[config.mk]
export PLATFORM = sky130hd
export DESIGN_NAME = mem_port_arbiter
export DESIGN_NICKNAME = d
export VERILOG_FILES = /design/src/rtl/y86_mem_pkg.sv /design/src/rtl/mem_arb_pick.sv /design/src/rtl/mem_port_arbiter.sv
export SDC_FILE = /design/constraint.sdc
export NUM_CORES = 1
export LEC_CHECK = 0
export BUFFER_PORTS_ARGS = -buffer_cell sky130_fd_sc_hd__buf_4
export CAP_MARGIN = 0
export CORE_AREA = 5 5 200 202
export CTS_CLUSTER_DIAMETER = 150
export DETAILED_ROUTE_END_ITERATION = 10
export DIE_AREA = 0 0 205 207
export SKIP_LAST_GASP = 1
export SLEW_MARGIN = 20
export SYNTH_ARGS = -nofsm -noshare
export SYNTH_HDL_FRONTEND = slang
export SYNTH_HIERARCHICAL = 1
export SYNTH_SLANG_ARGS = --single-unit
[constraint.sdc]
create_clock -name clk_i -period 2.5 [get_ports clk_i]
set_input_delay 0.375 -clock clk_i [delete_from_list [all_inputs] [get_ports clk_i]]
set_output_delay 0.375 -clock clk_i [all_outputs]
set_load 0.01 [all_outputs]
[src/rtl/y86_mem_pkg.sv]
// Shared types and default constants for the Y86 unified-memory port arbiter,
// its memory model and bench.
package y86_mem_pkg;

   localparam int unsigned DEF_ADDR_W       = 64;
   localparam int unsigned DEF_DATA_W       = 64;
   localparam int unsigned DEF_TIMEOUT_CYC  = 16;
   localparam int unsigned DEF_MAX_D_STREAK = 4;

   typedef enum logic [1:0] {
      IDLE = 2'd0,
      WAIT = 2'd1,
      RESP = 2'd2
   } state_e;

   typedef enum logic {
      OWN_I = 1'b0,
      OWN_D = 1'b1
   } owner_e;

endpackage

[src/rtl/mem_arb_pick.sv]
// Combinational I/D priority picker: D wins unless I has been starved for a
// full streak.
module mem_arb_pick (
   input  logic i_req_i,
   input  logic d_req_i,
   input  logic streak_sat_i,
   output logic grant_d_c,
   output logic grant_i_c
);

   assign grant_d_c = d_req_i & ~(i_req_i & streak_sat_i);
   assign grant_i_c = i_req_i & ~grant_d_c;

endmodule

[src/rtl/mem_port_arbiter.sv]
// Shares one single-ported variable-latency memory between the fetch (I) and
// memory-stage (D) ports, one transaction at a time, with timeout and flush.
module mem_port_arbiter
   import y86_mem_pkg::*;
#(
   parameter int unsigned ADDR_W       = DEF_ADDR_W,
   parameter int unsigned DATA_W       = DEF_DATA_W,
   parameter int unsigned TIMEOUT_CYC  = DEF_TIMEOUT_CYC,
   parameter int unsigned MAX_D_STREAK = DEF_MAX_D_STREAK
) (
   input  logic              clk_i,
   input  logic              rst_n_i,
   input  logic              i_req_i,
   input  logic [ADDR_W-1:0] i_addr_i,
   input  logic              i_flush_i,
   output logic [DATA_W-1:0] i_rdata_o,
   output logic              i_ready_o,
   output logic              i_err_o,
   input  logic              d_req_i,
   input  logic              d_we_i,
   input  logic [ADDR_W-1:0] d_addr_i,
   input  logic [DATA_W-1:0] d_wdata_i,
   output logic [DATA_W-1:0] d_rdata_o,
   output logic              d_ready_o,
   output logic              d_err_o,
   output logic              mem_req_o,
   output logic              mem_we_o,
   output logic [ADDR_W-1:0] mem_addr_o,
   output logic [DATA_W-1:0] mem_wdata_o,
   output logic              mem_abort_o,
   input  logic [DATA_W-1:0] mem_rdata_i,
   input  logic              mem_ready_i
);

   localparam int unsigned     TMR_W    = $clog2(TIMEOUT_CYC);
   localparam int unsigned     STRK_W   = $clog2(MAX_D_STREAK + 1);
   localparam logic [TMR_W-1:0]  TMR_LAST = TMR_W'(TIMEOUT_CYC - 1);
   localparam logic [STRK_W-1:0] STRK_MAX = STRK_W'(MAX_D_STREAK);

   state_e              state_q, state_d;
   owner_e              owner_q, owner_d;
   logic [TMR_W-1:0]    timer_q, timer_d;
   logic [STRK_W-1:0]   streak_q, streak_d;
   logic                flushed_q, flushed_d;
   logic                mem_req_q, mem_req_d;
   logic                mem_we_q, mem_we_d;
   logic [ADDR_W-1:0]   mem_addr_q, mem_addr_d;
   logic [DATA_W-1:0]   mem_wdata_q, mem_wdata_d;
   logic                mem_abort_q, mem_abort_d;
   logic [DATA_W-1:0]   i_rdata_q, i_rdata_d;
   logic                i_ready_q, i_ready_d;
   logic                i_err_q, i_err_d;
   logic [DATA_W-1:0]   d_rdata_q, d_rdata_d;
   logic                d_ready_q, d_ready_d;
   logic                d_err_q, d_err_d;

   logic                grant_d, grant_i, streak_sat;
   logic                drop_i;
   logic [DATA_W-1:0]   rsp_data;

   assign streak_sat = (streak_q == STRK_MAX);

   mem_arb_pick u_pick (
      .i_req_i      (i_req_i),
      .d_req_i      (d_req_i),
      .streak_sat_i (streak_sat),
      .grant_d_c    (grant_d),
      .grant_i_c    (grant_i)
   );

   always_comb begin
      state_d     = state_q;
      owner_d     = owner_q;
      timer_d     = timer_q;
      streak_d    = streak_q;
      flushed_d   = flushed_q;
      mem_req_d   = 1'b0;
      mem_we_d    = mem_we_q;
      mem_addr_d  = mem_addr_q;
      mem_wdata_d = mem_wdata_q;
      mem_abort_d = 1'b0;
      i_rdata_d   = i_rdata_q;
      i_ready_d   = 1'b0;
      i_err_d     = 1'b0;
      d_rdata_d   = d_rdata_q;
      d_ready_d   = 1'b0;
      d_err_d     = 1'b0;
      // A flush landing on the completing edge also discards the response
      drop_i      = (owner_q == OWN_I) && (flushed_q || i_flush_i);
      rsp_data    = mem_we_q ? '0 : mem_rdata_i;

      case (state_q)
         IDLE: begin
            timer_d   = '0;
            flushed_d = 1'b0;
            if (!i_req_i || grant_i) begin
               streak_d = '0;
            end else if (grant_d && !streak_sat) begin
               streak_d = streak_q + STRK_W'(1);
            end
            if (grant_d) begin
               owner_d     = OWN_D;
               mem_req_d   = 1'b1;
               mem_we_d    = d_we_i;
               mem_addr_d  = d_addr_i;
               mem_wdata_d = d_wdata_i;
               state_d     = WAIT;
            end else if (grant_i) begin
               owner_d     = OWN_I;
               mem_req_d   = 1'b1;
               mem_we_d    = 1'b0;
               mem_addr_d  = i_addr_i;
               mem_wdata_d = '0;
               state_d     = WAIT;
            end
         end

         WAIT: begin
            if (i_flush_i && owner_q == OWN_I) begin
               flushed_d = 1'b1;
            end
            if (mem_ready_i) begin
               if (owner_q == OWN_D) begin
                  d_ready_d = 1'b1;
                  d_rdata_d = rsp_data;
               end else if (!drop_i) begin
                  i_ready_d = 1'b1;
                  i_rdata_d = rsp_data;
               end
               state_d = RESP;
            end else if (timer_q == TMR_LAST) begin
               mem_abort_d = 1'b1;
               if (owner_q == OWN_D) begin
                  d_ready_d = 1'b1;
                  d_err_d   = 1'b1;
                  d_rdata_d = '0;
               end else if (!drop_i) begin
                  i_ready_d = 1'b1;
                  i_err_d   = 1'b1;
                  i_rdata_d = '0;
               end
               state_d = RESP;
            end else begin
               timer_d = timer_q + TMR_W'(1);
            end
         end

         RESP: begin
            flushed_d = 1'b0;
            state_d   = IDLE;
         end

         default: begin
            state_d = IDLE;
         end
      endcase
   end

   always_ff @(posedge clk_i or negedge rst_n_i) begin
      if (!rst_n_i) begin
         state_q     <= IDLE;
         owner_q     <= OWN_I;
         timer_q     <= '0;
         streak_q    <= '0;
         flushed_q   <= 1'b0;
         mem_req_q   <= 1'b0;
         mem_we_q    <= 1'b0;
         mem_addr_q  <= '0;
         mem_wdata_q <= '0;
         mem_abort_q <= 1'b0;
         i_rdata_q   <= '0;
         i_ready_q   <= 1'b0;
         i_err_q     <= 1'b0;
         d_rdata_q   <= '0;
         d_ready_q   <= 1'b0;
         d_err_q     <= 1'b0;
      end else begin
         state_q     <= state_d;
         owner_q     <= owner_d;
         timer_q     <= timer_d;
         streak_q    <= streak_d;
         flushed_q   <= flushed_d;
         mem_req_q   <= mem_req_d;
         mem_we_q    <= mem_we_d;
         mem_addr_q  <= mem_addr_d;
         mem_wdata_q <= mem_wdata_d;
         mem_abort_q <= mem_abort_d;
         i_rdata_q   <= i_rdata_d;
         i_ready_q   <= i_ready_d;
         i_err_q     <= i_err_d;
         d_rdata_q   <= d_rdata_d;
         d_ready_q   <= d_ready_d;
         d_err_q     <= d_err_d;
      end
   end

   assign i_rdata_o   = i_rdata_q;
   assign i_ready_o   = i_ready_q;
   assign i_err_o     = i_err_q;
   assign d_rdata_o   = d_rdata_q;
   assign d_ready_o   = d_ready_q;
   assign d_err_o     = d_err_q;
   assign mem_req_o   = mem_req_q;
   assign mem_we_o    = mem_we_q;
   assign mem_addr_o  = mem_addr_q;
   assign mem_wdata_o = mem_wdata_q;
   assign mem_abort_o = mem_abort_q;

endmodule

* Word level (Yosys, flattened, before mapping)
Index checks and enable logic that the tools add are counted.
** Word-level totals
- Output and inout bits :: 263
- Input port bits :: 263
- Flip-flop bits (word level) :: 274
- Logic and storage cells :: 104
** Operators by class
- Muxes and demuxes :: 49
- Add/subtract/negate cells :: 2
- Eq/ne operators :: 9
- Bitwise logic cells :: 7
- Reductions and logical operators :: 21
** Operators by type and width (number)
- 2-to-1 mux 64 bit :: 15
- 2-to-1 mux 1 bit :: 23
- nonzero test 2 bit :: 5
- 2-to-1 mux 2 bit :: 4
- 2-to-1 mux 4 bit :: 2
- one-hot mux 4 bit (2 select lines) :: 1
- AND reduction 2 bit :: 4
- 2-to-1 mux 3 bit :: 2
- inequality test 2 bit, second input constant :: 3
- inequality test 3 bit, second input constant :: 2
- AND reduction 3 bit :: 2
- adder 4 x 1 -> 4 bit, second input constant :: 1
- equality test 4 bit, second input constant :: 1
- inverter 1 bit :: 4
- one-hot mux 2 bit (2 select lines) :: 1
- AND reduction 4 bit :: 1
- adder 3 x 1 -> 3 bit, second input constant :: 1
- AND 1 bit :: 3
- equality test 3 bit, second input constant :: 1
- logical AND 1 bit :: 3
- equality test 2 x 1 -> 1 bit, second input constant :: 1
- equality test 2 bit, second input constant :: 1
- zero test 1 bit :: 2
- zero test 2 bit :: 1
- 3 further kinds :: 4

* Logic depth before layout (Yosys ltp)
Gate-level depths: netlist (run 1).
- Word-level depth :: 9
- Mapped depth :: 10
- Gate-level depth less buffers :: 8

* Cells and area by module
The synthesis (run 1) kept the hierarchy.
** Modules (own cells, without submodules)
- mem_port_arbiter :: instances 1, cells each 766, area each 11885.1 µm², sequential area each 6856.6 µm²
- mem_arb_pick :: instances 1, cells each 3, area each 18.8 µm², sequential area each 0.0 µm²

* Worst setup path after synthesis (run 1)
No wires, ideal clock.
- Path kind :: register to register
- From :: register streak_q[0]
- To :: register mem_addr_q[14] (netlist: mem_addr_o[14])
- Path slack :: 0.392 ns
- Buffers on the path :: 2
- Arrival :: 1.980 ns
- Library setup time :: 0.128 ns
- Cell stages (with the launch flop) :: 9
- Data required time :: 2.372 ns
- Period minus slack after synthesis :: 2.108 ns
- Cell sequence :: dfrtp_1 > inv_1 > ha_1 > and2_1 > a21boi_1 > buf_2 > clkbuf_1 > mux2_2 > mux2_1
** Between the ends
- Cells in the longest elaborated chain, start to end :: 8
- Elaborated cells on any way between the ends :: 9
- Those cells by class :: eq/ne: 1; mux: 1; bitwise: 5; reduce/logical: 2
** RTL lines
- start: declaration :: line mem_port_arbiter.sv:43 : logic [STRK_W-1:0] streak_q, streak_d;
- start signal: assignment :: line mem_port_arbiter.sv:181 : streak_q <= streak_d;
- equality test 3 bit * :: line mem_port_arbiter.sv:61 : assign streak_sat = (streak_q == STRK_MAX);
- net streak_sat :: line mem_port_arbiter.sv:57 : logic grant_d, grant_i, streak_sat;
- AND 1 bit * :: line mem_arb_pick.sv:11 : assign grant_d_c = d_req_i & ~(i_req_i & streak_sat_i);
- inverter 1 bit * :: line mem_arb_pick.sv:11
- AND 1 bit * :: line mem_arb_pick.sv:11
- net grant_d :: line mem_port_arbiter.sv:57
- inverter 1 bit :: line mem_arb_pick.sv:12 : assign grant_i_c = i_req_i & ~grant_d_c;
- AND 1 bit :: line mem_arb_pick.sv:12
- nonzero test 2 bit (no line)
- AND reduction 2 bit (no line)
- end signal: assignment :: line mem_port_arbiter.sv:185 : mem_addr_q <= mem_addr_d;
- end: declaration :: line mem_port_arbiter.sv:47 : logic [ADDR_W-1:0] mem_addr_q, mem_addr_d;
Mark *: on every way through the listed nets, which the timed path passes. The rest lies on a longest branch.
A chain may end at the register's enable or synchronous reset.

* Worst setup path after layout (run 1)
- From :: register streak_q[0]
- To :: register state_q[0]
** Between the ends
- Cells in the longest elaborated chain, start to end :: 8
- Elaborated cells on any way between the ends :: 10
- Those cells by class :: eq/ne: 2; mux: 2; bitwise: 5; reduce/logical: 1
** RTL lines
- equality test 3 bit * :: line mem_port_arbiter.sv:61
- net streak_sat :: line mem_port_arbiter.sv:57
- AND 1 bit * :: line mem_arb_pick.sv:11
- inverter 1 bit * :: line mem_arb_pick.sv:11
- AND 1 bit * :: line mem_arb_pick.sv:11
- net grant_d :: line mem_port_arbiter.sv:57
- inverter 1 bit :: line mem_arb_pick.sv:12
- AND 1 bit :: line mem_arb_pick.sv:12
- inequality test 3 bit (no line)
- AND reduction 2 bit (no line)
- end signal: assignment :: line mem_port_arbiter.sv:178 : state_q <= state_d;
- end: declaration :: line mem_port_arbiter.sv:40 : state_e state_q, state_d;
Marks and branches as above.

==> results.cfg, run 1 <==
[power_and_ir_drop]
power_w = 0.0199
pwr_density_cell_mw_per_mm2 = 1100
peakVddDrop_v = 0.000556
cellLeakagePower_nw = 8.91

[synth]
syn-mean-instance-area_um2 = 15.5
yosysWarnings = 6
synth_edf_count = 0
synth_seq_area_share_pct = 57.6
synthArstFlopShare_pct = 100
ys.flop_type = dfrtp_1
ys_seq_elements = 274
synth.distinct_cells = 42
synthCells = 769
syn_area_mm2 = 0.0119
synth_nets = 1035

[die]
dieHeight_um = 207
io_pins = 526
die_w_um = 205
coreArea_mm2 = 0.0381
initial_utilization_pct = 31.2
num_rows = 72
fp.dieArea_mm2 = 0.0424

[global_routing]
grt_antenna_before_repair = 4
grt_usage_pct = 17.0
grt_max_degree = 67
grt_pass1_wl_mm = 57.6
first_global_vias = 9571
overflow = 0

[placed_design]
io_buffers = 525
gp_congestion = 0.801
dpl.hpwl_mm = 28.3

[drt]
dr_total_vias = 8629
drtIter0Drc = 335
vias_per_cell = 4.53
routedWlPerCell_um = 19.8
final_antenna_net_count = 0
firstDrtPassIters = 4
postRouteWirelength_mm = 37.7
drcViolationCount = 0

[clocking]
clk_path_buf_depth = 3
post_cts_buffers = 0
root_buffer = clkbuf_16
clkLatencyLatePin_ns = 0.58
cts_tree = yes
clkTransAtPathRegs_ns = 0.06
numCtsBuffers = 31
cts_max_level = 1
clock-sinks = 274

[setup_path]
critPathLaunchType = register
arrival_ns = 2.65
crit_type = register to register
path_max_fanout = 66
cp_data_required_time_ns = 2.90
end_kind = register

[cells_and_area]
areaGrowthSynthToFinish_pct = 51.8
fin_nets = 1628
layout_commonest_cell = buf_4
mostFrequentLayoutCells = buf_4 (532), dfrtp_1 (274), mux2_2 (105)
drive_above_1_share_pct = 58.4
fillers = 3415

[sta]
skew_ns = 0.0251
tightest_slew_ns = 0.720
slew_viol_final = 0
final.period_utilization_pct = 89.6
tns_ns = 0
final-hold-violation-count = 0
period_needed_ns = 2.24
max_clock_freq_ghz = 0.446
setup_viol = 0
grt_setup_unrepaired = no
relSlewSlack_pct = 52.0

[min_path]
hp-class = input pin to register

[status]
outcome = finished clean

[run]
max_cap_violations = 0
-- kinds of logic after synthesis --
family,count (synthesis),synth area share (%)
multiplexers,257,27.4
buffers and inverters,60,3.83
AND/OR/NAND/NOR,91,4.81
flip-flops,274,57.6
adder cells (fa/ha/maj),3,0.315
AO/OA/AOI/OAI,84,6.05
-- stage by stage --
step / setup WS, ns / hold WS [ns] / utilization (%) / area [µm²] / cells
final: 0.259 / 0.0333 / 47.4 / 18100 / 1904
after global routing: 0.104 / 0.0111 / 47.4 / 18100 / 1903
after CTS: 0.248 / 0.00228 / 47.4 / 18100 / 1900
after detailed placement: 0.295 / 0.338 / 43.2 / 16500 / 1783
after global placement: 0.337 / 0.340 / 43.2 / 16500 / 1783
after floorplan: 0.392 / 0.0794 / - / 11900 / 769
-- cell type report --
type                    instances  area [µm²]  share of cell area (%)
diodes                          4        10.0                  0.0554
inverters                       8        30.0                   0.166
multi-input cells             435        4620                    25.6
clock buffers                  44         885                    4.90
flip-flops and latches        274        6860                    38.0
clock inverters                 9        68.8                   0.381
repair buffers                612        4950                    27.4
well taps                     518         648                    3.59
-- path summary, 6_finish.rpt --
check                                   to  slack (ns)           from  cells after the start
hold reg to reg               d_rdata_o[1]        0.48   d_rdata_o[1]                      1
setup / recovery                state_q[0]        0.26    streak_q[0]                      8
max in group asynchronous   mem_addr_o[37]        1.45        rst_n_i                      3
min in group asynchronous    i_rdata_o[52]        0.34        rst_n_i                      2
hold / removal             mem_wdata_o[63]        0.03  d_wdata_i[63]                      2
setup reg to reg                state_q[0]        0.26    streak_q[0]                      8
-- power breakdown --
group          internal [W]  switching (W)  total, W
Combinational       0.00473        0.00354   0.00827
Clock               0.00245        0.00182   0.00427
Sequential          0.00626        0.00111   0.00737
-- state kept, by name, indices dropped and copies added, names as in the netlist, 2 cells and up --
name,flops
state_q,2
mem_wdata_o,64
i_rdata_o,64
timer_q,4
streak_q,3
mem_addr_o,64
d_rdata_o,64
-- critical path: stages, from the launching register on --
cell,delay [ns]
dfrtp_1,0.40
inv_1,0.07
ha_1,0.17
and2_1,0.19
a21boi_4,0.07
buf_12,0.16
o21ai_4,0.16
buf_4,0.58
o21ai_0,0.21
-- layer usage --
metal / track usage (%) / routed length, µm / up-vias
li1: - / - / 3948
met1: 20.5 / 14800 / 4265
met2: 28.9 / 18300 / 357
met3: 5.49 / 3450 / 59
met4: 5.36 / 1070 / 0
met5: 0 / 0 / -
-- synthesized netlist by cell type (2+ instances only) --
library cell / n / area, µm²
buf_1: 3 / 11.3
nand2b_1: 2 / 12.5
nor2b_1: 2 / 12.5
o21a_1: 2 / 15.0
o31a_1: 3 / 26.3
mux2_1: 53 / 597
buf_8: 5 / 75.1
nand3_1: 3 / 15.0
buf_12: 5 / 100
mux2_2: 105 / 1180
inv_1: 7 / 26.3
o311ai_0: 2 / 17.5
buf_2: 11 / 55.1
buf_4: 7 / 52.6
mux2_4: 98 / 1470
a21boi_1: 2 / 15.0
a22o_1: 65 / 569
and3_4: 2 / 22.5
and2_1: 69 / 432
clkbuf_1: 14 / 52.6
o21ai_0: 2 / 10.0
nand2_1: 5 / 18.8
dfrtp_1: 274 / 6860
ha_1: 3 / 37.5
buf_6: 7 / 78.8
nand4b_1: 2 / 17.5
-- what timing repair did --
| action | in CTS | in global routing |
|---|---|---|
| resized for setup | 0 | 0 |
| hold buffers | 64 | 0 |
| endpoints found under the hold margin | 110 | 0 |
Power figures use the tool's default switching activity.
==> run 2: changes to the inputs <==
--- a/config.mk
+++ b/config.mk
@@ -8,8 +8,11 @@
 export BUFFER_PORTS_ARGS = -buffer_cell sky130_fd_sc_hd__buf_4
 export CAP_MARGIN = 0
-export CORE_AREA = 5 5 200 202
+export CELL_PAD_IN_SITES_DETAIL_PLACEMENT = 0
+export CELL_PAD_IN_SITES_GLOBAL_PLACEMENT = 1
+export CORE_AREA = 5 5 202 204
 export CTS_CLUSTER_DIAMETER = 150
 export DETAILED_ROUTE_END_ITERATION = 10
-export DIE_AREA = 0 0 205 207
+export DIE_AREA = 0 0 207 209
+export PLACE_DENSITY_LB_ADDON = 0.1
 export SKIP_LAST_GASP = 1
 export SLEW_MARGIN = 20
==> constraint.sdc (replaced) <==
create_clock -name clk_i -period 2.5 [get_ports clk_i]
set_input_delay 0 -clock clk_i [delete_from_list [all_inputs] [get_ports clk_i]]
set_output_delay 0 -clock clk_i [all_outputs]
set_load 0.01 [all_outputs]
==> run 2 against run 1 <==
  * Setup slack worse by 0.073 ns
  * Sequential power down 0.9%
  * Clock skew is 0.012 ns lower
  * Non-clock buffer count up 198
  * Die area rose by 2.0%
  * Clock-buffer cell count increased by 6
  * Via count increased by 8.0%
  * Largest cell class is now buffers
==> results.cfg, run 2 (synthesized netlist as in run 1, its figures left out) <==
[clocking]
cts_max_level = 2
clock-sinks = 274
holdBufCountCts = 265
numCtsBuffers = 34
cts_resized = 0
clkLatencyLatePin_ns = 0.53
clkTransAtPathRegs_ns = 0.06
post_cts_buffers = 0
root_buffer = clkbuf_16
clk_path_buf_depth = 3
cts_tree = yes

[drt]
routedWlPerCell_um = 19.3
dr_total_vias = 9322
firstDrtPassIters = 4
postRouteWirelength_mm = 40.7
final_antenna_net_count = 0
drtIter0Drc = 386
drcViolationCount = 0
vias_per_cell = 4.41

[sta]
grt_setup_unrepaired = no
skew_ns = 0.0130
setup_viol = 0
period_needed_ns = 2.31
final-hold-violation-count = 0
tns_ns = 0
max_clock_freq_ghz = 0.432
relSlewSlack_pct = 48.9
tightest_slew_ns = 0.766
slew_viol_final = 0
holdWs_ns = 0.105
final.period_utilization_pct = 92.5

[setup_path]
path_cells = inv_1 > ha_1 > and2_1 > a21boi_4 > buf_4 > mux2_2 > mux2_1
arrival_ns = 2.72
max_stage_delay_ns = 0.39
crit_type = register to register
end_kind = register
cp_slowest_cell = mux2_2
critPathLaunchType = register
path_max_fanout = 21
cp_data_required_time_ns = 2.91

[power_and_ir_drop]
pwr_density_cell_mw_per_mm2 = 1050
swShare_pct = 31.4
peakVddDrop_v = 0.000637
seq_power_share_pct = 34.3
combPwrFrac_pct = 40.3
p_int_w = 0.0146
p_switching_w = 0.00667
cellLeakagePower_nw = 9.88
clkPwrFrac_pct = 25.4

[global_routing]
overflow = 0
grt_usage_pct = 18.4
grt_max_degree = 67
first_global_vias = 10700
grt_antenna_before_repair = 0
grt_pass1_wl_mm = 63.4

[die]
fp.dieArea_mm2 = 0.0433
io_pins = 526
initial_utilization_pct = 30.5
coreArea_mm2 = 0.0391
num_rows = 73
die_w_um = 207
dieHeight_um = 209

[run]
max_cap_violations = 0

[cells_and_area]
num_antenna_cells = 0
mostFrequentLayoutCells = buf_4 (532), dfrtp_1 (274), dlygate4sd3_1 (264)
drive_above_1_share_pct = 51.3
multi_input_area_mm2 = 0.00462
fillers = 3434
final-seq-area_mm2 = 0.00686
areaGrowthSynthToFinish_pct = 70.7
fin_nets = 1829
layout_commonest_cell = buf_4

[status]
outcome = finished clean

[placed_design]
gp_congestion = 0.754
io_buffers = 525
dpl.hpwl_mm = 28.4

[min_path]
hp-class = input pin to async pin
==> run 2: cell count changes in the layout (fill, tap and decap cells not counted) <==
cell / before / now
buf_12: 15 / 12
buf_16: 0 / 1
bufinv_16: 0 / 5
clkbuf_1: 7 / 5
clkbuf_16: 31 / 37
clkbuf_8: 6 / 8
clkinv_2: 5 / 6
clkinv_4: 1 / 0
clkinvlp_4: 2 / 0
diode_2: 4 / 0
dlygate4sd3_1: 64 / 264
inv_16: 1 / 0
==> run 2: per-layer routing <==
metal | share of wire [%] | vias to the layer above | GRT usage (%)
li1 | - | 4329 | -
met3 | 7.4 | 60 | 5.92
met4 | 2.8 | 0 | 6.18
met5 | 0 | - | 0
met2 | 50 | 327 | 31.6
met1 | 40 | 4606 | 21.8
==> run 2: final cells by class <==
| class | instances | share of cell area, % |
|---|---|---|
| inverter | 8 | 0.148 |
| sequential | 274 | 33.7 |
| clock inverter | 11 | 0.887 |
| timing repair buffer | 810 | 34.1 |
| multi-input combinational | 435 | 22.7 |
| tap | 525 | 3.23 |
| clock buffer | 50 | 5.19 |
==> run 2: power groups by stage <==
| stage | combinational (W) | clock [W] | sequential, W |
|---|---|---|---|
| after floorplan | 0.00333 | 0 | 0.00804 |
| after global placement | 0.00834 | 0 | 0.00732 |
| after detailed placement | 0.00836 | 0 | 0.00733 |
| after CTS | 0.00873 | 0.00562 | 0.00731 |
| after global routing | 0.00916 | 0.00577 | 0.00755 |
| final | 0.00858 | 0.00540 | 0.00730 |
==> run 2: critical path, delay by kind of cell (launching register included) <==
| kind | cells | cell delay, ns |
|---|---|---|
| mux | 2 | 0.70 |
| buf+inv | 2 | 0.41 |
| flops | 1 | 0.38 |
| compound gates | 1 | 0.29 |
| fa+ha+maj | 1 | 0.21 |
| simple gates | 1 | 0.18 |
==> run 2: per-stage QoR <==
stage	cells	util, %	cell area [µm²]	power, W	worst slack [ns]
after floorplan	769	-	11900	0.0114	0.392
after global placement	1787	42.0	16400	0.0157	0.259
after detailed placement	1787	42.0	16400	0.0157	0.253
after CTS	2113	52.0	20300	0.0217	0.223
after global routing	2113	52.0	20300	0.0225	0.0769
final	2113	52.0	20300	0.0213	0.187
==> run 2: worst paths after layout <==
path,start,end,slack [ns],cells past startpoint
max in group asynchronous,rst_n_i,mem_wdata_o[14],2.04,3
worst max-delay path,streak_q[0],mem_addr_o[29],0.19,7
worst min register to register,i_rdata_o[0],i_rdata_o[0],0.48,1
worst min-delay path,rst_n_i,i_rdata_o[20],0.10,3
worst max register to register,streak_q[0],mem_addr_o[29],0.19,7
min in group clk_i,d_wdata_i[46],mem_wdata_o[46],0.24,3
